<file path="src/rtl/edge_morph_pkg.sv">
// Shared constants, types and helpers for the edge_morph binary morphology stage.
package edge_morph_pkg;

    localparam int unsigned LAT     = 3;
    localparam int unsigned ROW_W   = 11;
    localparam int unsigned ROW_MAX = 2047;

    localparam logic [1:0] MODE_BYPASS   = 2'b00;
    localparam logic [1:0] MODE_ERODE    = 2'b01;
    localparam logic [1:0] MODE_DILATE   = 2'b10;
    localparam logic [1:0] MODE_MAJORITY = 2'b11;

    localparam logic [15:0] FG_565 = 16'h0000;
    localparam logic [15:0] BG_565 = 16'hFFFF;

    localparam logic [3:0] MAJ_THRESH = 4'd5;

    typedef struct packed {
        logic de;
        logic hs;
        logic vs;
    } sync_t;

    function automatic logic [3:0] popcount9(input logic [8:0] bits);
        logic [3:0] n;
        n = '0;
        for (int i = 0; i < 9; i++) n = n + 4'(bits[i]);
        return n;
    endfunction

endpackage

</file>
<file path="src/rtl/edge_morph_if.sv">
// Video stream bundle between the Sobel stage, edge_morph and the VGA output mux.
interface edge_morph_if;
    logic [1:0]  iMode;
    logic        iVGA_de;
    logic        iVGA_hs;
    logic        iVGA_vs;
    logic [15:0] iRGB_565;
    logic        oVGA_de;
    logic        oVGA_hs;
    logic        oVGA_vs;
    logic [15:0] oVGA_565;

    modport master (
        output iMode, iVGA_de, iVGA_hs, iVGA_vs, iRGB_565,
        input  oVGA_de, oVGA_hs, oVGA_vs, oVGA_565
    );

    modport slave (
        input  iMode, iVGA_de, iVGA_hs, iVGA_vs, iRGB_565,
        output oVGA_de, oVGA_hs, oVGA_vs, oVGA_565
    );
endinterface

</file>
<file path="src/rtl/line_buf_1b.sv">
// 1-bit x DEPTH line buffer with registered read; a same-address write returns the old bit.
module line_buf_1b #(
    parameter int unsigned DEPTH  = 1024,
    parameter int unsigned ADDR_W = $clog2(DEPTH)
) (
    input  logic              clk,
    input  logic              wr_en,
    input  logic [ADDR_W-1:0] wr_addr,
    input  logic              wr_bit,
    input  logic              rd_en,
    input  logic [ADDR_W-1:0] rd_addr,
    output logic              rd_bit
);
    logic mem [DEPTH];

    always_ff @(posedge clk) begin
        if (rd_en) rd_bit <= mem[rd_addr];
        if (wr_en) mem[wr_addr] <= wr_bit;
    end
endmodule

</file>
<file path="src/rtl/edge_morph.sv">
// 3x3 binary erode/dilate/majority filter on the Sobel edge map, fixed 3-clock latency.
module edge_morph
    import edge_morph_pkg::*;
#(
    parameter int unsigned H_MAX     = 1024,
    parameter logic        VS_ACTIVE = 1'b1
) (
    input  logic        vga_clk,
    input  logic        rst,
    edge_morph_if.slave vid
);
    localparam int unsigned      COL_W   = $clog2(H_MAX + 1);
    localparam int unsigned      ADDR_W  = $clog2(H_MAX);
    localparam logic [COL_W-1:0] COL_SAT = COL_W'(H_MAX);
    localparam logic [ROW_W-1:0] ROW_SAT = ROW_W'(ROW_MAX);

    logic [COL_W-1:0]  col, s1_col, s2_col;
    logic [ROW_W-1:0]  row, s1_row, s2_row;
    logic              vs_on_q, frame_ok;
    logic [1:0]        mode_r, s1_mode, s2_mode;
    logic              s1_ok, s2_ok, s1_fg;
    logic [15:0]       s1_pix, s2_pix, out_565;
    logic              rd1, rd2;
    logic [2:0][2:0]   win;
    sync_t [LAT-1:0]   sync_d;

    logic              vs_on, vs_edge, lb_en, s1_wr;
    logic [ADDR_W-1:0] addr, s1_addr;
    logic [1:0]        eff_mode;
    sync_t             sync_in;

    // Until the first vs after reset the live mode applies, so bypass works at once
    // while morph modes stay gated by frame_ok.
    always_comb begin
        vs_on    = (vid.iVGA_vs == VS_ACTIVE);
        vs_edge  = vs_on & ~vs_on_q;
        lb_en    = vid.iVGA_de & (col < COL_SAT);
        addr     = ADDR_W'(col);
        s1_wr    = sync_d[0].de & (s1_col < COL_SAT);
        s1_addr  = ADDR_W'(s1_col);
        eff_mode = frame_ok ? mode_r : vid.iMode;
        sync_in  = '{de: vid.iVGA_de, hs: vid.iVGA_hs, vs: vid.iVGA_vs};
    end

    // Row-1 buffer takes the new fg bit; row-2 buffer takes what row-1 held one stage later.
    line_buf_1b #(.DEPTH(H_MAX), .ADDR_W(ADDR_W)) u_lb_row1 (
        .clk     (vga_clk),
        .wr_en   (lb_en),
        .wr_addr (addr),
        .wr_bit  (vid.iRGB_565 == FG_565),
        .rd_en   (lb_en),
        .rd_addr (addr),
        .rd_bit  (rd1)
    );

    line_buf_1b #(.DEPTH(H_MAX), .ADDR_W(ADDR_W)) u_lb_row2 (
        .clk     (vga_clk),
        .wr_en   (s1_wr),
        .wr_addr (s1_addr),
        .wr_bit  (rd1),
        .rd_en   (lb_en),
        .rd_addr (addr),
        .rd_bit  (rd2)
    );

    // Counters, frame state and the stage-1/stage-2 pipeline.
    always_ff @(posedge vga_clk or posedge rst) begin
        if (rst) begin
            col      <= '0;
            row      <= '0;
            vs_on_q  <= 1'b0;
            frame_ok <= 1'b0;
            mode_r   <= MODE_BYPASS;
            sync_d   <= '0;
            s1_col   <= '0;
            s1_row   <= '0;
            s1_mode  <= MODE_BYPASS;
            s1_ok    <= 1'b0;
            s1_fg    <= 1'b0;
            s1_pix   <= '0;
            s2_col   <= '0;
            s2_row   <= '0;
            s2_mode  <= MODE_BYPASS;
            s2_ok    <= 1'b0;
            s2_pix   <= '0;
            win      <= '0;
        end else begin
            vs_on_q <= vs_on;
            sync_d  <= {sync_d[LAT-2:0], sync_in};

            if (!vid.iVGA_de)      col <= '0;
            else if (col != COL_SAT) col <= col + COL_W'(1);

            if (vs_edge)                                            row <= '0;
            else if (sync_d[0].de && !vid.iVGA_de && row != ROW_SAT) row <= row + ROW_W'(1);

            if (vs_edge) begin
                mode_r   <= vid.iMode;
                frame_ok <= 1'b1;
            end

            s1_col  <= col;
            s1_row  <= row;
            s1_mode <= eff_mode;
            s1_ok   <= frame_ok;
            s1_fg   <= (vid.iRGB_565 == FG_565);
            s1_pix  <= vid.iRGB_565;

            s2_col  <= s1_col;
            s2_row  <= s1_row;
            s2_mode <= s1_mode;
            s2_ok   <= s1_ok;
            s2_pix  <= s1_pix;
            win[0]  <= win[1];
            win[1]  <= win[2];
            win[2]  <= {rd2, rd1, s1_fg};
        end
    end

    logic [8:0]  win_bits;
    logic [3:0]  pop;
    logic        morph_fg, border;
    logic [15:0] pix_nx;

    // Stage 3 mode function, border forcing and blanking.
    always_comb begin
        win_bits = win;
        pop      = popcount9(win_bits);
        morph_fg = 1'b0;
        case (s2_mode)
            MODE_ERODE:    morph_fg = &win_bits;
            MODE_DILATE:   morph_fg = |win_bits;
            MODE_MAJORITY: morph_fg = (pop >= MAJ_THRESH);
            default:       morph_fg = 1'b0;
        endcase
        border = (s2_col < COL_W'(2)) | (s2_col >= COL_SAT) |
                 (s2_row < ROW_W'(2)) | ~s2_ok;
        if (!sync_d[1].de)                pix_nx = '0;
        else if (s2_mode == MODE_BYPASS)  pix_nx = s2_pix;
        else if (morph_fg && !border)     pix_nx = FG_565;
        else                              pix_nx = BG_565;
    end

    always_ff @(posedge vga_clk or posedge rst) begin
        if (rst) out_565 <= '0;
        else     out_565 <= pix_nx;
    end

    assign vid.oVGA_de  = sync_d[LAT-1].de;
    assign vid.oVGA_hs  = sync_d[LAT-1].hs;
    assign vid.oVGA_vs  = sync_d[LAT-1].vs;
    assign vid.oVGA_565 = out_565;

endmodule

</file>
<file path="src/flat_wrapper.sv">
// flat-port wrapper written by rule: the top's interface ports become plain ports
module edge_morph_flat import edge_morph_pkg::*;
#(
    parameter int unsigned H_MAX     = 1024,
    parameter logic        VS_ACTIVE = 1'b1
)
  (vga_clk, rst, vid_iMode, vid_iVGA_de, vid_iVGA_hs, vid_iVGA_vs, vid_iRGB_565, vid_oVGA_de, vid_oVGA_hs, vid_oVGA_vs, vid_oVGA_565);
  edge_morph_if vid_i ();
  input  logic vga_clk;
  input  logic rst;
  input wire logic [$bits(vid_i.iMode)-1:0] vid_iMode;
  input wire logic [$bits(vid_i.iVGA_de)-1:0] vid_iVGA_de;
  input wire logic [$bits(vid_i.iVGA_hs)-1:0] vid_iVGA_hs;
  input wire logic [$bits(vid_i.iVGA_vs)-1:0] vid_iVGA_vs;
  input wire logic [$bits(vid_i.iRGB_565)-1:0] vid_iRGB_565;
  output wire logic [$bits(vid_i.oVGA_de)-1:0] vid_oVGA_de;
  output wire logic [$bits(vid_i.oVGA_hs)-1:0] vid_oVGA_hs;
  output wire logic [$bits(vid_i.oVGA_vs)-1:0] vid_oVGA_vs;
  output wire logic [$bits(vid_i.oVGA_565)-1:0] vid_oVGA_565;
  assign vid_i.iMode = vid_iMode;
  assign vid_i.iVGA_de = vid_iVGA_de;
  assign vid_i.iVGA_hs = vid_iVGA_hs;
  assign vid_i.iVGA_vs = vid_iVGA_vs;
  assign vid_i.iRGB_565 = vid_iRGB_565;
  assign vid_oVGA_de = vid_i.oVGA_de;
  assign vid_oVGA_hs = vid_i.oVGA_hs;
  assign vid_oVGA_vs = vid_i.oVGA_vs;
  assign vid_oVGA_565 = vid_i.oVGA_565;
  edge_morph #(.H_MAX(H_MAX), .VS_ACTIVE(VS_ACTIVE)) u_core (.vga_clk(vga_clk), .rst(rst), .vid(vid_i));
endmodule
</file>
<file path="config.mk">
export PLATFORM = sky130hd
export DESIGN_NAME = edge_morph_flat
export DESIGN_NICKNAME = d
export VERILOG_FILES = /design/src/rtl/edge_morph_pkg.sv /design/src/rtl/edge_morph_if.sv /design/src/rtl/line_buf_1b.sv /design/src/rtl/edge_morph.sv /design/src/flat_wrapper.sv
export SDC_FILE = /design/constraint.sdc
export NUM_CORES = 2
export LEC_CHECK = 0
export CELL_PAD_IN_SITES_DETAIL_PLACEMENT = 0
export CELL_PAD_IN_SITES_GLOBAL_PLACEMENT = 1
export CORE_UTILIZATION = 58
export DETAILED_ROUTE_END_ITERATION = 7
export DONT_BUFFER_PORTS = 1
export HOLD_SLACK_MARGIN = 0.1
export MAX_ROUTING_LAYER = met4
export PLACE_DENSITY_LB_ADDON = 0.1
export SLEW_MARGIN = 20
export SYNTH_ARGS = -nofsm -noshare
export SYNTH_HDL_FRONTEND = slang
export SYNTH_SLANG_ARGS = --single-unit
</file>
<file path="constraint.sdc">
create_clock -name vga_clk -period 22.4 [get_ports vga_clk]
set_input_delay 4.48 -clock vga_clk [delete_from_list [all_inputs] [get_ports vga_clk]]
set_output_delay 4.48 -clock vga_clk [all_outputs]
set_load 0.02 [all_outputs]
</file>
==> flow_summary_export.csv <==
group,metric,value,unit
placed_design,dpl.hpwl,128000,um
critical_path,critPathKind,"input port to flip-flop",
critical_path,r2r_slack,16.42,ns
hold_path,whs_path_depth,0,
global_route,use_met1,0.454,
detailed_routing,drt_first_pass_iters,6,
synth,syn_area,92900,um2
sta,rsz0062_at_grt,"false",
floorplan,io_pins,42,
synth,synth_largest_area_cell,"edfxtp_1",
detailed_routing,drtIter0Drc,8508,
status,status,"completed",
critical_path,start_kind,"input port",
cells_and_area,nNetsFinal,6716,
synth,avgSynthCellArea,13.3,um2
global_route,grtUsageMet2,0.522,
placed_design,place_congestion,0.793,
synth,seq_area_frac_synth,0.700,
sta,final.period_utilization,0.400,
power_and_ir_drop,leakage,29.9,nW
power_and_ir_drop,ir_drop,0.0000866,V
sta,drv_slew,0,
clock_tree,postCtsHoldBufs,0,
placed_design,placed_cells,8528,
synth,synth_fp_nets,7006,
hold_path,min_to,"u_core.s2_row[5]",
sta,finalSetupViolCount,0,
global_route,grt_usage,0.333,
clock_tree,cts_setup_buffers,0,
sta,slew_headroom,0.186,
clock_tree,cts_tree,"done",
hold_path,min_from,"u_core.s1_row[5]",
critical_path,path_cells,"nor4_1 -> and4_4 -> buf_4 -> buf_4 -> buf_6 -> buf_4",
floorplan,fp-row-count,146,
global_route,grt_pass1_wl,374000,um
critical_path,cp.required,22.92,ns
global_route,grt_max_degree,303,
synth,ys_warn_count,0,
clock_tree,clockBufferDepth,3,
detailed_routing,wirelength,264000,um
critical_path,cp_common_cell,"buf_4",
critical_path,max_stage_delay,0.92,ns
critical_path,endpoint_kind,"flip-flop",
clock_tree,path_clk_slew,0.06,ns
clock_tree,cts_buffers,217,
cells_and_area,drive_gt1_frac,0.0912,
synth,synthTopCellsByArea,"edfxtp_1 (66%), mux2i_1 (9.0%), nor2_1 (9.0%)",
synth,netlist_instances,6966,
synth,ys_types,61,
sta,min_period,8.97,ns
global_route,antenna_found_initial,7,
placed_design,io_buffer_count,0,
hold_path,hp-class,"flip-flop to flip-flop",
critical_path,r2r_start,"u_core.col[0]",
clock_tree,post_cts_resized,0,
synth,synth-edff-count,2050,
power_and_ir_drop,p_per_area,82.3,nW/um2
critical_path,arrival,9.48,ns
synth,synth-seq-cells,2189,
floorplan,die_area,162000,um2
global_route,first_global_vias,54616,
critical_path,slowest_stage,"buf_4",
sta,skew,0.0250,ns
detailed_routing,vias_per_cell,6.45,
clock_tree,cts-root-buf,"clkbuf_16",
detailed_routing,drc,0,
critical_path,critical_path.max_fanout,130,
clock_tree,clock_latency,0.87,ns
cells_and_area,n_fill_cell,12005,
synth,synthFlopType,"edfxtp_1",
global_route,globalRouteMet3Util,0.0536,
floorplan,die_w,402,um
cells_and_area,multi_input_area,25300,um2
synth,synth_top_area_frac,0.663,
critical_path,crit_family,"buffers and inverters",
global_route,grt-ovfl-total,0,
global_route,busiest_layer,"met2",
detailed_routing,routedWlPerCell,29.6,um
floorplan,dieHeight,402,um
clock_tree,cts_max_level,4,
synth,synthArstFlopShare,0.0635,
floorplan,core_area,159000,um2
clock_tree,cts_sinks,2189,
cells_and_area,area_growth,8.38,%
cells_and_area,seqCellArea,65000,um2
detailed_routing,ant_nets,0,
sta,hold_viol_final,0,
critical_path,r2r-end,"u_core.u_lb_row1.rd_bit",
detailed_routing,num_vias,57534,
floorplan,initial_core_util,0.585,
sta,fmax,112,MHz
sta,tns,0,ns
run,drv_cap,0,
cells_and_area,stdcell_count,8926,
sta,worst_pin_slew,1.22,ns
critical_path,path_buf_inv,4,
critical_path,reg2reg_depth,10,
-- per-stage QoR --
stage / total power [mW] / hold slack, ns / util / setup WS (ns) / instance area [um2]
finish: 8.29 / 0.344 / 0.634 / 13.43 / 101000
global route: 8.48 / 0.354 / 0.634 / 13.20 / 101000
CTS: 8.31 / 0.338 / 0.633 / 13.39 / 101000
detailed placement: 4.94 / 0.335 / 0.592 / 12.50 / 94000
global placement: 4.93 / 0.331 / 0.592 / 12.73 / 94000
floorplan: 4.90 / 0.331 / - / 2.10 / 92900
-- state kept, by name, summed over array words and instances, names as in the netlist, 2 cells and up --
register and flops:
u_core.s1_pix 16, u_core.s1_mode 2, u_core.s2_col 10, u_core.u_lb_row2.mem 1024, u_core.mode_r 2, u_core.s2_mode 2
u_core.sync_d 5, u_core.col 11, u_core.s1_row 10, u_core.s2_row 10, u_core.win 9, u_core.row 11
u_core.u_lb_row1.mem 1024, u_core.s2_pix 16, u_core.s1_col 11, u_core.vid.oVGA_565 16
-- layout by cell type, fill, tap and decap left out, types with 51 or more instances in the layout --
master / Yosys / layout
clkbuf_16: 0 / 218
nor3_1: 52 / 51
nand2_1: 163 / 79
nor2_1: 2215 / 2212
buf_4: 51 / 113
edfxtp_1: 2050 / 2050
dfrtp_1: 139 / 135
nor4_1: 72 / 72
o22ai_1: 347 / 347
mux4_2: 97 / 97
nand2_2: 0 / 65
mux2i_1: 837 / 837
clkbuf_1: 347 / 72
-- metal layers --
layer	up-vias	part of all wire	wire, um
li1	24518	-	-
met1	29676	0.40	105000
met2	2868	0.47	125000
met3	472	0.099	26100
met4	0	0.029	7580
met5	-	0	0
-- worst max-delay path by stage --
stage | startpoint | endpoint | slack [ns] | cells after the start
floorplan | vid_iRGB_565[10] | u_core.u_lb_row1.mem[0] | 2.10 | 2
global placement | vid_iRGB_565[2] | u_core.u_lb_row1.mem[488] | 12.73 | 6
detailed placement | vid_iRGB_565[1] | u_core.u_lb_row1.mem[306] | 12.50 | 6
CTS | vid_iRGB_565[2] | u_core.u_lb_row1.mem[279] | 13.39 | 6
global route | vid_iRGB_565[2] | u_core.u_lb_row1.mem[436] | 13.20 | 6
finish | vid_iRGB_565[2] | u_core.u_lb_row1.mem[484] | 13.43 | 6
-- report_power, final --
| group | switching [mW] | internal [mW] |
|---|---|---|
| clock network | 1.53 | 1.90 |
| registers | 0.0196 | 4.49 |
| logic | 0.233 | 0.112 |
-- cell usage after synthesis, types with 10 or more instances --
| cell type | count |
|---|---|
| edfxtp_1 | 2050 |
| clkbuf_1 | 347 |
| o22ai_1 | 347 |
| nand4_1 | 37 |
| nand2_1 | 163 |
| xnor2_1 | 11 |
| mux4_2 | 97 |
| o21ai_0 | 48 |
| and2_1 | 17 |
| nor4_1 | 72 |
| mux2i_1 | 837 |
| a22oi_1 | 17 |
| buf_2 | 93 |
| dfrtp_1 | 139 |
| nor2_1 | 2215 |
| buf_1 | 115 |
| ha_1 | 12 |
| nor3_1 | 52 |
| nand3_1 | 38 |
| nor3b_1 | 10 |
| o2111ai_1 | 13 |
| a211oi_1 | 14 |
| buf_4 | 51 |
| inv_1 | 25 |
| buf_6 | 25 |
-- cells by family (layout without fill, tap and decap cells) --
logic type      count (synthesis)  after routing  synth area share
simple gates                 2657           2657             0.115
flops                        2189           2189             0.700
mux                           938            938             0.114
buf+inv                       661            548            0.0325
compound gates                490            490            0.0340
fa+ha+maj                      17             17           0.00269
xor+xnor                       14             14           0.00132
other cells                     0              1                 0
-- layout make-up --
cell class	count	area share
flip-flops and latches	2189	0.646
well taps	2072	0.0258
diodes	1	0.0000249
clock buffers	294	0.0574
clock inverters	102	0.00775
repair buffers	125	0.0105
inverters	27	0.00106
multi-input cells	4116	0.251
No activity file was read; power rests on OpenSTA's default activity.
